[src/rtl/spi_host_pkg.sv]
// Shared constants for the spi_host MMIO SPI master: register map, FSM encoding
// and control/status bit positions.
package spi_host_pkg;

  localparam logic [7:0] ADDR_CTRL    = 8'h08;
  localparam logic [7:0] ADDR_STATUS  = 8'h09;
  localparam logic [7:0] ADDR_DIVISOR = 8'h0a;
  localparam logic [7:0] ADDR_SS      = 8'h0b;
  localparam logic [7:0] ADDR_CONFIG  = 8'h0c;
  localparam logic [7:0] ADDR_TX_DATA = 8'h10;
  localparam logic [7:0] ADDR_RX_DATA = 8'h11;

  localparam int CTRL_START  = 0;
  localparam int STATUS_BUSY = 0;

  typedef enum logic [1:0] {
    ST_IDLE   = 2'd0,
    ST_SCK_LO = 2'd1,
    ST_SCK_HI = 2'd2
  } state_t;

endpackage

[src/rtl/spi_host_shifter.sv]
// Byte shifter for spi_host: tx/rx shift registers, bit counter and bit order.
// Driven by load/sample/shift/latch strobes from the sequencing FSM.
module spi_host_shifter
  import spi_host_pkg::*;
(
  input  logic       clk,
  input  logic       reset,
  input  logic       i_load,
  input  logic       i_sample,
  input  logic       i_shift,
  input  logic       i_latch,
  input  logic       i_lsb_first,
  input  logic [7:0] i_tx_data,
  input  logic       i_miso,
  output logic       o_mosi,
  output logic       o_last,
  output logic [7:0] o_rx_data
);

  logic [7:0] r_tx_shift;
  logic [7:0] r_rx_shift;
  logic [2:0] r_bit_ctr;
  logic       r_mosi;
  logic [7:0] r_rx_data;

  always_ff @(posedge clk or posedge reset) begin
    if (reset) begin
      r_tx_shift <= '0;
      r_rx_shift <= '0;
      r_bit_ctr  <= '0;
      r_mosi     <= 1'b0;
      r_rx_data  <= '0;
    end else begin
      if (i_load) begin
        r_tx_shift <= i_tx_data;
        r_bit_ctr  <= '0;
        r_mosi     <= i_lsb_first ? i_tx_data[0] : i_tx_data[7];
      end else if (i_shift) begin
        r_bit_ctr <= r_bit_ctr + 3'd1;
        if (i_lsb_first) begin
          r_tx_shift <= {1'b0, r_tx_shift[7:1]};
          r_mosi     <= r_tx_shift[1];
        end else begin
          r_tx_shift <= {r_tx_shift[6:0], 1'b0};
          r_mosi     <= r_tx_shift[6];
        end
      end
      // LSB-first assembles from the top so the first bit ends in bit0
      if (i_sample)
        r_rx_shift <= i_lsb_first ? {i_miso, r_rx_shift[7:1]} : {r_rx_shift[6:0], i_miso};
      if (i_latch)
        r_rx_data <= r_rx_shift;
    end
  end

  assign o_mosi    = r_mosi;
  assign o_last    = (r_bit_ctr == 3'd7);
  assign o_rx_data = r_rx_data;

endmodule

[src/rtl/spi_host.sv]
// MMIO SPI master, mode 0, 8-bit transfers, software chip select, programmable SCK divider.
// Optional LSB-first CONFIG register enabled by defining SPI_HOST_LSB_FIRST_EN.
module spi_host
  import spi_host_pkg::*;
#(
  parameter int                   DIV_WIDTH = 16,
  parameter logic [DIV_WIDTH-1:0] DIV_RESET = 16'd4
) (
  input  logic        clk,
  input  logic        reset,
  input  logic        cs,
  input  logic        we,
  input  logic [7:0]  address,
  input  logic [31:0] write_data,
  output logic [31:0] read_data,
  output logic        ready,
  output logic        spi_ss,
  output logic        spi_sck,
  output logic        spi_mosi,
  input  logic        spi_miso
);

  state_t r_state;
  state_t w_next;

  logic [DIV_WIDTH-1:0] r_divisor;
  logic [DIV_WIDTH-1:0] r_div_ctr;
  logic [DIV_WIDTH-1:0] w_div_max;
  logic [7:0]           r_tx_data;
  logic                 r_ss;
  logic                 r_sck;
  logic                 r_ready;
  logic [31:0]          r_rdata;
  logic [31:0]          w_rdata;

  logic w_busy, w_wr, w_start, w_tc, w_last;
  logic w_load, w_sample, w_shift, w_latch;
  logic w_lsb_first;
  logic [7:0] w_rx_data;
  logic w_unused;

  assign w_unused = ^write_data;
  assign w_busy   = (r_state != ST_IDLE);
  assign w_wr     = cs & we;
  assign w_start  = w_wr && (address == ADDR_CTRL) && write_data[CTRL_START] && !w_busy;

  // A divisor of 0 behaves as 1
  assign w_div_max = (r_divisor == '0) ? '0 : r_divisor - DIV_WIDTH'(1);
  assign w_tc      = (r_div_ctr == w_div_max);

  always_ff @(posedge clk or posedge reset) begin
    if (reset) r_state <= ST_IDLE;
    else       r_state <= w_next;
  end

  always_comb begin
    w_next   = r_state;
    w_load   = 1'b0;
    w_sample = 1'b0;
    w_shift  = 1'b0;
    w_latch  = 1'b0;
    case (r_state)
      ST_IDLE: begin
        if (w_start) begin
          w_load = 1'b1;
          w_next = ST_SCK_LO;
        end
      end
      ST_SCK_LO: begin
        if (w_tc) begin
          w_sample = 1'b1;
          w_next   = ST_SCK_HI;
        end
      end
      ST_SCK_HI: begin
        if (w_tc) begin
          if (w_last) begin
            w_latch = 1'b1;
            w_next  = ST_IDLE;
          end else begin
            w_shift = 1'b1;
            w_next  = ST_SCK_LO;
          end
        end
      end
      default: w_next = ST_IDLE;
    endcase
  end

  always_ff @(posedge clk or posedge reset) begin
    if (reset) begin
      r_div_ctr <= '0;
      r_sck     <= 1'b0;
    end else begin
      if (w_load || (w_busy && w_tc))
        r_div_ctr <= '0;
      else if (w_busy)
        r_div_ctr <= r_div_ctr + DIV_WIDTH'(1);
      if (w_sample)
        r_sck <= 1'b1;
      else if (r_state == ST_SCK_HI && w_tc)
        r_sck <= 1'b0;
    end
  end

  always_ff @(posedge clk or posedge reset) begin
    if (reset) begin
      r_divisor <= DIV_RESET;
      r_tx_data <= '0;
      r_ss      <= 1'b1;
    end else if (w_wr) begin
      if (address == ADDR_DIVISOR && !w_busy) r_divisor <= write_data[DIV_WIDTH-1:0];
      if (address == ADDR_TX_DATA && !w_busy) r_tx_data <= write_data[7:0];
      if (address == ADDR_SS)                 r_ss      <= write_data[0];
    end
  end

`ifdef SPI_HOST_LSB_FIRST_EN
  logic r_lsb_first;

  always_ff @(posedge clk or posedge reset) begin
    if (reset)
      r_lsb_first <= 1'b0;
    else if (w_wr && address == ADDR_CONFIG && !w_busy)
      r_lsb_first <= write_data[0];
  end

  assign w_lsb_first = r_lsb_first;
`else
  assign w_lsb_first = 1'b0;
`endif

  always_comb begin
    w_rdata = '0;
    case (address)
      ADDR_STATUS:  w_rdata[STATUS_BUSY]    = w_busy;
      ADDR_DIVISOR: w_rdata[DIV_WIDTH-1:0]  = r_divisor;
      ADDR_SS:      w_rdata[0]              = r_ss;
      ADDR_TX_DATA: w_rdata[7:0]            = r_tx_data;
      ADDR_RX_DATA: w_rdata[7:0]            = w_rx_data;
`ifdef SPI_HOST_LSB_FIRST_EN
      ADDR_CONFIG:  w_rdata[0]              = w_lsb_first;
`endif
      default:      w_rdata = '0;
    endcase
  end

  always_ff @(posedge clk or posedge reset) begin
    if (reset) begin
      r_ready <= 1'b0;
      r_rdata <= '0;
    end else begin
      r_ready <= cs;
      r_rdata <= cs ? w_rdata : '0;
    end
  end

  spi_host_shifter u_shifter (
    .clk        (clk),
    .reset      (reset),
    .i_load     (w_load),
    .i_sample   (w_sample),
    .i_shift    (w_shift),
    .i_latch    (w_latch),
    .i_lsb_first(w_lsb_first),
    .i_tx_data  (r_tx_data),
    .i_miso     (spi_miso),
    .o_mosi     (spi_mosi),
    .o_last     (w_last),
    .o_rx_data  (w_rx_data)
  );

  assign read_data = r_rdata;
  assign ready     = r_ready;
  assign spi_ss    = r_ss;
  assign spi_sck   = r_sck;

endmodule

[config.mk]
export PLATFORM = sky130hd
export DESIGN_NAME = spi_host
export DESIGN_NICKNAME = d
export VERILOG_FILES = /design/src/rtl/spi_host_pkg.sv /design/src/rtl/spi_host_shifter.sv /design/src/rtl/spi_host.sv
export SDC_FILE = /design/constraint.sdc
export NUM_CORES = 1
export LEC_CHECK = 0
export ABC_AREA = 1
export CORE_AREA = 2 2 88 124
export CTS_CLUSTER_DIAMETER = 30
export CTS_CLUSTER_SIZE = 40
export DETAILED_ROUTE_END_ITERATION = 10
export DIE_AREA = 0 0 90 126
export PLACE_DENSITY = 0.78
export SLEW_MARGIN = 40
export SYNTH_ARGS = -nofsm -noshare
export SYNTH_HDL_FRONTEND = slang
export SYNTH_SLANG_ARGS = --single-unit
[constraint.sdc]
create_clock -name clk -period 3.55 [get_ports clk]
set_input_delay 1.065 -clock clk [delete_from_list [all_inputs] [get_ports clk]]
set_output_delay 1.065 -clock clk [all_outputs]
set_load 0.01 [all_outputs]
* After elaboration in Yosys (flattened, before gate mapping)
Cells that the tools add are included.
Word-level totals: bits in registers 88, input bits 45, output and inout port bits 36, word-level logic and storage cells 79
Operators by class: add/sub/neg operators 3, eq/ne operators 13, mux-type cells 30, bitwise operators 1, reductions and logical operators 19
Operators with widths (count):
- $mux W16 | 4
- $eq A8 B4 Y1 const B | 4
- $pmux W7 S3 | 1
- $add A16 B1 Y16 const B | 1
- $eq A16 B16 Y1 | 1
- $eq A8 B5 Y1 const B | 2
- $logic_not A16 Y1 | 1
- $sub A16 B1 Y16 const B | 1
- $mux W1 | 15
- $mux W7 | 2
- $mux W8 | 1
- $reduce_bool A2 Y1 | 4
- $logic_and A1 B1 Y1 | 7
- $mux W2 | 3
- $mux W3 | 2
- $ne A2 B2 Y1 const B | 3
- $pmux W2 S3 | 1
- $reduce_and A2 Y1 | 3
- $pmux W1 S5 | 1
- $add A3 B1 Y3 const B | 1
- $eq A3 B3 Y1 const B | 1
- $reduce_and A3 Y1 | 1
- $eq A2 B1 Y1 const B | 1
- $eq A2 B2 Y1 const B | 1
- 4 further kinds | 4

* Longest topological paths before layout
Gate-level depths: netlist of run 1.
depth in word-level cells 8, mapped depth 18

* Cells and area by module
A second synthesis of run 1 with hierarchy kept.
Unflattened totals: cell total of the unflattened synthesis 646, area, all modules 5027.3 sq um
By module, submodules not included:
- spi_host | times used 1, cells each 503, area each 3703.6 sq um, sequential area each 1529.0 sq um
- spi_host_shifter | times used 1, cells each 143, area each 1323.8 sq um, sequential area each 700.7 sq um

* Worst setup path after synthesis of run 1
Ideal clock, no wire load.
path type input-to-reg, start in address[5], end reg r_div_ctr[15], library setup time 0.077 ns, arrival time 2.493 ns, data required time 3.473 ns, path slack 0.979 ns, cell stages on the path 11, buffers on the path 1, cell sequence nor3_1 > nand2_1 > nor2_1 > nand2_1 > nand2_1 > buf_2 > nand3_1 > nor3_2 > nand3_1 > xor2_1 > a21oi_1
Between the ends: word-level cells in the longest chain between the ends 8, elaborated cells between the ends (all ways) 9
RTL lines:
- start: declaration | line spi_host.sv:13 | input logic [7:0] address,
- $eq A8 B4 Y1 (*) | line spi_host.sv:45 | assign w_start = w_wr && (address == ADDR_CTRL) && write_data[CTRL_START] && !w_busy;
- $logic_and A1 B1 Y1 (*) (3 in series) | line spi_host.sv:45
- $mux W1 (*) | line spi_host.sv:64 | if (w_start) begin
- $mux W1 (*) | line spi_host.sv:62 | case (r_state)
- $logic_or A1 B1 Y1 (*) | line spi_host.sv:95 | if (w_load || (w_busy && w_tc))
- $mux W16 or $reduce_bool A2 Y1 (tied branches)
- end signal: assignment | line spi_host.sv:98 | r_div_ctr <= r_div_ctr + DIV_WIDTH'(1);
- end: declaration | line spi_host.sv:27 | logic [DIV_WIDTH-1:0] r_div_ctr;
Every way passes the cells marked *; elsewhere a longest branch is shown, timed or not. A chain may end at the register's enable or synchronous reset.

* Worst setup path in the final report of run 1
start in address[5], end reg r_div_ctr[14]
The elaborated chain is that of the path after synthesis.

==> results.cfg, run 1 <==
[sta]
setup_viol_count_final = 0
rsz0062_at_grt = no
fin_crit_ps = 2960
worstMarginPinSlew_ps = 585
fin_skew_ps = 7.35
tns_ps = 0
hold_slack_ps = 495
clock.fmax_ghz = 0.338
relSlewSlack = 0.609
hold_viol_final = 0
fin_crit_sh = 0.832
slew_violations = 0

[clock_network]
clock_path_buffers = 2
cts_num_sinks = 88
cts_resized = 0
cts_buffers = 9
hold_buffers = 0
clockRootBuffer = clkbuf_16
path_clk_slew_ps = 60
clock_latency_ps = 340
cts_htree_levels = 3
cts_tree = yes
cts_setup_buffers = 0

[route]
drc = 0
num_vias = 4373
post_drt_via_cell_ratio = 5.14
drtPass1Iterations = 5
wl_mm = 11.4
drtIter0Drc = 274
routedWlPerCell_um = 13.4
ant_nets = 0

[worst_setup_path]
endpoint_kind = flop
crit_arrival_ps = 3220
start_kind = input pin
critPathRequiredTime_ps = 3810
crit_fanout = 4
worstSetupPathType = input pin to flop

[grt]
grt_pass1_wl_mm = 19.5
antenna_found_initial = 0
grt_max_degree = 89
globalRouteOverflowTotal = 0
grt_pass1_vias = 4368
grt_use_total = 0.212

[synth]
yosysTopAreaCellShare = 0.431
ys_warn_count = 0
synth-edff-count = 0
syn_area_per_cell_um2 = 7.62
synth_cell_types = 43
synth_area_leaders = dfrtp_1 43%, nand2_1 15%, inv_1 6.3%
ys_seq_area_frac = 0.441
ys_ff_latch = 88
synthesis.area_mm2 = 0.00500
async_flop_share = 1.00
synth_cells = 656
ys.flop_type = dfrtp_1
synth_top_cell_by_area = dfrtp_1

[placed_design]
hpwlAfterDp_mm = 8.56
numPortBuffers = 48
globalplace.congestion = 0.887
place_area_mm2 = 0.00555

[finish]
fin_area_mm2 = 0.00586
nFillCells = 951
n_antenna_cell = 0
nets = 756
area_delta_synth_final_pct = 17.3
final_layout_size_suffix_gt1_frac = 0.0927

[power]
peakVddDrop_v = 0.000263
switchingPower_mw = 0.450
seq_power_share = 0.489
intPower_mw = 1.61
p_sw_frac = 0.219
comb_power_share = 0.040
p_leak_nw = 2.89
pwr_density_cell_mw_per_mm2 = 351
clock_power_share = 0.471

[floorplan]
rows = 44
die_x_um = 90
start_util = 0.488
die_area_mm2 = 0.0113
pin_count = 81
core_area_mm2 = 0.0102
die_h_um = 126

[flow_run]
maxCapViolations = 0

[outcome]
status = complete, no violations

[min_path]
hold_path.class = flop to flop
[critical path, cell delays in order]
cell and delay, ps:
clkdlybuf4s50_1 400, nor3_1 240, nand2_1 140, nor2_1 230, nand2_1 80, nand2_1 130
nand2_1 90, nor2_1 170, nand2_1 110, nor2_1 140, nand3_1 120, xor2_1 160
a21oi_1 130
[path summary, 6_finish.rpt]
check                                   startpoint                      end  slack [ps]  cells past startpoint
min in group asynchronous                    reset            read_data[10]        1140                      3
hold reg to reg            u_shifter.r_rx_shift[6]  u_shifter.r_rx_shift[6]         490                      2
setup / recovery                        address[5]            r_div_ctr[14]         590                     13
setup reg to reg                      r_divisor[0]            r_div_ctr[11]         890                     15
hold / removal             u_shifter.r_rx_shift[6]  u_shifter.r_rx_shift[6]         490                      2
max in group asynchronous                    reset                   spi_ss        2030                      3
[cells by family (layout without fill, tap and decap cells)]
logic type / after synthesis / count (layout) / share of synthesized area
and+or+nand+nor: 354 / 354 / 0.324
buffers and inverters: 116 / 157 / 0.108
DFF: 88 / 88 / 0.441
AOI/OAI and AO/OA: 80 / 80 / 0.0927
xor gates and xnor gates: 13 / 13 / 0.0228
adders and majority gates: 4 / 4 / 0.0100
other: 1 / 16 / 0.000751
[state kept, by name (all words and copies together) (netlist names)]
| register | cells |
|---|---|
| r_div_ctr | 16 |
| r_divisor | 16 |
| r_state | 2 |
| r_tx_data | 8 |
| read_data | 16 |
| ready | 1 |
| spi_sck | 1 |
| spi_ss | 1 |
| u_shifter.o_mosi | 1 |
| u_shifter.o_rx_data | 8 |
| u_shifter.r_bit_ctr | 3 |
| u_shifter.r_rx_shift | 8 |
| u_shifter.r_tx_shift | 7 |
[synth_stat cells, types with 2 or more instances]
| library cell | count |
|---|---|
| nand2_1 | 193 |
| dfrtp_1 | 86 |
| inv_1 | 84 |
| nor2_1 | 59 |
| nand3_1 | 40 |
| o21ai_0 | 25 |
| a21oi_1 | 22 |
| buf_4 | 16 |
| nor3_1 | 16 |
| o21ai_1 | 12 |
| xor2_1 | 11 |
| nand4_1 | 10 |
| nand2_2 | 8 |
| o21ai_2 | 8 |
| clkbuf_1 | 7 |
| nor2_2 | 7 |
| buf_6 | 6 |
| a221oi_1 | 4 |
| ha_1 | 4 |
| nor2_4 | 4 |
| a31oi_1 | 3 |
| o211ai_1 | 3 |
| dfstp_2 | 2 |
| nand4_2 | 2 |
| nor2_8 | 2 |
| nor4_1 | 2 |
| o22ai_1 | 2 |
| or2_2 | 2 |
| xnor2_1 | 2 |
[layout by cell type, fill, tap and decap left out, types with 3 or more instances in the layout]
| master | n |
|---|---|
| dfrtp_1 | 86 |
| nor2_2 | 7 |
| a31oi_1 | 3 |
| nand4_1 | 10 |
| nor2_1 | 59 |
| xor2_1 | 11 |
| a221oi_1 | 4 |
| nor2_4 | 4 |
| nand3_1 | 40 |
| o21ai_1 | 12 |
| o211ai_1 | 3 |
| clkdlybuf4s50_1 | 48 |
| a21oi_1 | 22 |
| nand2_2 | 8 |
| clkinv_2 | 3 |
| o21ai_2 | 8 |
| o21ai_0 | 25 |
| conb_1 | 16 |
| nand2_1 | 193 |
| buf_4 | 6 |
| inv_1 | 83 |
| ha_1 | 4 |
| clkbuf_16 | 9 |
| nor3_1 | 16 |
[through the flow]
step / power [mW] / setup WS, ps / std cells / utilization
2_1_floorplan: 1.07 / 210 / 671 / -
3_3_place_gp: 1.11 / 334 / 834 / 0.542
3_5_place_dp: 1.11 / 259 / 834 / 0.542
4_1_cts: 2.08 / 604 / 850 / 0.572
5_1_grt: 2.12 / 315 / 850 / 0.572
6_report: 2.06 / 595 / 850 / 0.572
[power groups by stage]
stage,combinational [mW],sequential (mW),clock [mW]
finish,0.0822,1.01,0.970
global route,0.0920,1.00,1.02
CTS,0.0835,1.01,0.986
detailed placement,0.0833,1.02,0
global placement,0.0820,1.02,0
floorplan,0.0481,1.02,0
[routing by layer]
layer | up-vias | GRT usage | part of all wire
li1 | 2160 | - | -
met1 | 2042 | 0.231 | 0.40
met2 | 132 | 0.383 | 0.52
met3 | 39 | 0.0443 | 0.039
met4 | 0 | 0.118 | 0.040
met5 | - | 0 | 0
[layout make-up]
type                    count  area [um2]  area share
repair buffers             55         546      0.0931
clock inverters             6        66.3      0.0113
well taps                 138         173      0.0295
multi-input cells         467        2310       0.394
clock buffers              10         239      0.0408
inverters                  86         324      0.0553
flip-flops and latches     88        2200       0.376
(Power assumes the default switching activity.)
==> run 2: changes to the inputs <==
==> constraint.sdc (replaced) <==
create_clock -name clk -period 3 [get_ports clk]
set_input_delay 0.9 -clock clk [delete_from_list [all_inputs] [get_ports clk]]
set_output_delay 0.9 -clock clk [all_outputs]
set_load 0.01 [all_outputs]
==> results.cfg, run 2 (same netlist as run 1, synthesis figures left out) <==
[outcome]
status = complete, no violations

[worst_setup_path]
reg2reg_depth = 17
crit_fanout = 16
startpoint = r_divisor[0]
critical_path.top_delay_family = simple AND/OR/NAND/NOR gates
worstSetupPathType = flop to flop
critPathRequiredTime_ps = 3220
endpoint_kind = flop
r2r_setup_slack_ps = 310
r2r_end = r_div_ctr[11]
critical_path.cell_chain = inv_1, ha_1, nand2_2, nor2_2, nand2_1, nand2_1, nand3_1, nand2_1, nand2_1, nor2_1, nand2_2, nor2_8, nand2_2, nand2_2, nand2_1, nand2_1, nor2_1
path_buf_inv = 1
crit_end = r_div_ctr[11]
cp_slowest_cell = dfrtp_1
crit_arrival_ps = 2910
slowest_delay_ps = 400
cp.depth = 17
crit_top_cell = nand2_1
start_kind = flop
timing.rr.start = r_divisor[0]

[power]
peakVddDrop_v = 0.000258
p_leak_nw = 2.92
p_total_mw = 2.36
pwr_density_cell_mw_per_mm2 = 399

[finish]
most-common-layout-cells = 193 x nand2_1, 86 x dfrtp_1, 83 x inv_1
final_layout_size_suffix_gt1_frac = 0.105
final_common_cell = nand2_1
multi_input_area_mm2 = 0.00231
fin_area_mm2 = 0.00592
nFillCells = 958
sequential_cell_area_mm2 = 0.00220
nets = 767
n_antenna_cell = 0
area_delta_synth_final_pct = 18.5

[sta]
relSlewSlack = 0.640
setup_ws_ps = 311
rsz0062_at_grt = no
clock.fmax_ghz = 0.372
tns_ps = 0
worstMarginPinSlew_ps = 539
hold_viol_final = 0
slew_violations = 0
setup_viol_count_final = 0
fin_crit_ps = 2690
fin_crit_sh = 0.896
fin_skew_ps = 7.88

[route]
num_vias = 4460
drtPass1Iterations = 5
drtIter0Drc = 245
routedWlPerCell_um = 13.7
drc = 0
post_drt_via_cell_ratio = 5.18
wl_mm = 11.8
ant_nets = 0

[placed_design]
place_area_mm2 = 0.00564
preCtsSetupSlack_ps = 25.6
numPortBuffers = 48
globalplace.congestion = 0.916
hpwlAfterDp_mm = 8.80

[clock_network]
cts_buffers = 9
hold_buffers = 0
clock_path_buffers = 2
clock_latency_ps = 350
cts_tree = yes
clockRootBuffer = clkbuf_16
path_clk_slew_ps = 70
cts_resized = 0
cts_htree_levels = 3
cts_setup_buffers = 0
cts_num_sinks = 88

[grt]
grt_pass1_vias = 4498
grt_use_total = 0.222
globalRouteOverflowTotal = 0
grt_pass1_wl_mm = 20.4
grt_max_degree = 43
antenna_found_initial = 0

[floorplan]
die_x_um = 90
start_util = 0.488
pin_count = 81
core_area_mm2 = 0.0102
die_h_um = 126
rows = 44
die_area_mm2 = 0.0113

[min_path]
hold_path.class = flop to flop

[flow_run]
maxCapViolations = 0
==> run 2: changes by cell type in the layout (fill, tap and decap cells not counted) <==
cell        delta
buf_4         +11
bufinv_16      -1
clkbuf_1       +1
clkinv_2       -3
clkinvlp_4     +3
==> run 2: report_power, final <==
group          switching, mW  internal (mW)
Sequential           0.00108           1.19
Clock                  0.482          0.590
Combinational         0.0569         0.0446
==> run 2: metrics by stage <==
stage | util | cells | hold slack (ps)
after detailed placement | 0.551 | 845 | 471
after CTS | 0.578 | 861 | 487
after global placement | 0.551 | 845 | 470
final | 0.578 | 861 | 486
after global routing | 0.578 | 861 | 509
after floorplan | - | 671 | 453
==> run 2: tightest hold or removal path, cell delays in order, from the launching register on <==
cell,delay [ps]
dfrtp_1,340
nand2_1,70
o21ai_2,50
==> run 2: cell type report <==
| cell class | count | area share |
|---|---|---|
| inverters | 86 | 0.0551 |
| clock inverters | 5 | 0.00697 |
| multi-input cells | 467 | 0.389 |
| clock buffers | 11 | 0.0410 |
| flip-flops and latches | 88 | 0.372 |
| repair buffers | 66 | 0.106 |
| well taps | 138 | 0.0292 |
==> run 2: how the worst min path moves through the flow <==
stage | from | to | slack, ps | cells after the start
finish | u_shifter.o_rx_data[3] | u_shifter.o_rx_data[3] | 490 | 2
global route | u_shifter.r_rx_shift[5] | u_shifter.r_rx_shift[5] | 510 | 2
CTS | u_shifter.o_rx_data[3] | u_shifter.o_rx_data[3] | 490 | 2
detailed placement | u_shifter.o_rx_data[3] | u_shifter.o_rx_data[3] | 470 | 2
global placement | u_shifter.o_rx_data[1] | u_shifter.o_rx_data[1] | 470 | 2
floorplan | r_tx_data[5] | r_tx_data[5] | 450 | 2
==> run 2: per-layer routing <==
layer  vias to the layer above  GRT usage  share of wire
met5                         -          0              0
met4                         0      0.117          0.035
met3                        37     0.0425          0.043
met2                       128      0.395           0.52
met1                      2119      0.251           0.40
li1                       2176          -              -
==> run 3: changes to the inputs <==
--- a/config.mk
+++ b/config.mk
@@ -12,6 +12,7 @@
 export DETAILED_ROUTE_END_ITERATION = 10
 export DIE_AREA = 0 0 90 126
 export PLACE_DENSITY = 0.78
+export SETUP_SLACK_MARGIN = 0.5
 export SLEW_MARGIN = 40
 export SYNTH_ARGS = -nofsm -noshare
 export SYNTH_HDL_FRONTEND = slang
==> results.cfg, run 3 (same netlist as run 1, synthesis figures left out) <==
[outcome]
status = complete, no violations

[clock_network]
path_clk_slew_ps = 70
cts_htree_levels = 3
cts_tree = yes
clock_latency_ps = 350
cts_num_sinks = 88
clockRootBuffer = clkbuf_16
hold_buffers = 0
clock_path_buffers = 2
cts_buffers = 9

[route]
routedWlPerCell_um = 14.5
drtPass1Iterations = 4
wl_mm = 12.8
num_vias = 4690
post_drt_via_cell_ratio = 5.31
drtIter0Drc = 266
ant_nets = 0
drc = 0

[grt]
grt_pass1_wl_mm = 20.5
grt_use_total = 0.224
grt_max_degree = 43
grt_pass1_vias = 4534
antenna_found_initial = 0
globalRouteOverflowTotal = 0

[power]
p_sw_frac = 0.231
switchingPower_mw = 0.547
intPower_mw = 1.83
seq_power_share = 0.501
comb_power_share = 0.045
p_leak_nw = 3.10
peakVddDrop_v = 0.000258
pwr_density_cell_mw_per_mm2 = 377
clock_power_share = 0.453

[finish]
area_delta_synth_final_pct = 25.9
nets = 790
nFillCells = 895
most-common-layout-cells = 184 x nand2_1, 82 x dfrtp_1, 77 x inv_1
post-route-util = 0.614
n_antenna_cell = 0
final_common_cell = nand2_1
final_layout_size_suffix_gt1_frac = 0.174

[sta]
rsz0062_at_grt = no
fin_crit_ps = 2450
relSlewSlack = 0.594
tns_ps = 0
slew_violations = 0
hold_viol_final = 0
fin_skew_ps = 6.96
worstMarginPinSlew_ps = 607
fin_crit_sh = 0.815
setup_viol_count_final = 0
clock.fmax_ghz = 0.409

[worst_setup_path]
start_kind = flop
cp_slowest_cell = dfrtp_2
endpoint_kind = flop
path_buf_inv = 1
worstSetupPathType = flop to flop
crit_arrival_ps = 2680
critPathRequiredTime_ps = 3230
crit_fanout = 9
slowest_delay_ps = 450
critical_path.cell_chain = nor2_2, nand2_2, nor2_4, buf_4, nand2_4, nand3_1, nand2_1, nor2_1, nand2_2, nor2_8, nand3_2, nand2_1, o21ai_1
critical_path.top_delay_family = simple AND/OR/NAND/NOR gates

[floorplan]
rows = 44
die_x_um = 90
start_util = 0.488
die_h_um = 126
core_area_mm2 = 0.0102
pin_count = 81
die_area_mm2 = 0.0113

[placed_design]
numPortBuffers = 48
hpwlAfterDp_mm = 8.80
globalplace.congestion = 0.916

[min_path]
hold_path.class = flop to flop

[flow_run]
maxCapViolations = 0
-- run 3: cell types whose count changed in the layout (fill, tap and decap cells not counted), sizes merged --
cell           previous run  this run
nand2                   202       204
clkdlybuf4s50            48        43
dlymetal6s2s              0         5
nand3                    42        43
buf                      18        38
-- run 3: power groups by stage --
stage                     sequential [mW]  clock [mW]  combinational, mW
after global routing                 1.19        1.14              0.119
after CTS                            1.19        1.09              0.105
final                                1.19        1.08              0.107
after floorplan                      1.21           0             0.0572
after global placement               1.21           0              0.100
after detailed placement             1.21           0              0.103
-- run 3: cell type report --
class / instances / area, um2 / share of cell area
clock buffers: 11 / 243 / 0.0386
clock inverters: 5 / 41.3 / 0.00656
inverters: 86 / 327 / 0.0519
multi-input cells: 470 / 2490 / 0.395
flip-flops and latches: 88 / 2210 / 0.351
well taps: 138 / 173 / 0.0274
repair buffers: 86 / 811 / 0.129
-- run 3: final timing paths --
check                                        from  slack [ps]                       to  cells past startpoint
max                                  r_divisor[6]         550  u_shifter.r_rx_shift[5]                     13
min                        u_shifter.o_rx_data[3]         490   u_shifter.o_rx_data[3]                      2
max reg2reg                          r_divisor[6]         550  u_shifter.r_rx_shift[5]                     13
min reg2reg                u_shifter.o_rx_data[3]         490   u_shifter.o_rx_data[3]                      2
max in group asynchronous                   reset        1390            r_div_ctr[13]                      3
min in group asynchronous                   reset         950             read_data[6]                      2
-- run 3: worst register-to-register path, delay by kind of cell (launching register included) --
family | cells | cell delay, ps
AOI/OAI and AO/OA | 1 | 70
buffers and inverters | 1 | 170
DFF | 1 | 450
and+or+nand+nor | 11 | 1640
-- run 3: per-stage QoR --
| step | worst slack [ps] | hold slack, ps | cell area [um2] | total power, mW | cells |
|---|---|---|---|---|---|
| finish | 554 | 487 | 6290 | 2.37 | 884 |
| detailed placement | 25.6 | 471 | 5640 | 1.31 | 845 |
| floorplan | 594 | 453 | 5060 | 1.27 | 671 |
| global placement | 74.0 | 470 | 5640 | 1.31 | 845 |
| global route | 415 | 509 | 6290 | 2.45 | 884 |
| CTS | 446 | 487 | 6020 | 2.38 | 866 |
-- run 3: what timing repair did --
item                                    in CTS  in global routing
pin swaps                                    5                 20
resized for setup                           11                 41
hold endpoints to repair                     0                  0
gates cloned                                 0                  3
endpoints found under the setup margin      36                 76
buffers inserted                             5                 15
-- run 3: routing by layer --
layer / global-route usage / wire, um / share of wire
met2: 0.398 / 6760 / 0.53
met5: 0 / 0 / 0
met4: 0.117 / 584 / 0.046
met1: 0.254 / 4860 / 0.38
met3: 0.0425 / 624 / 0.049
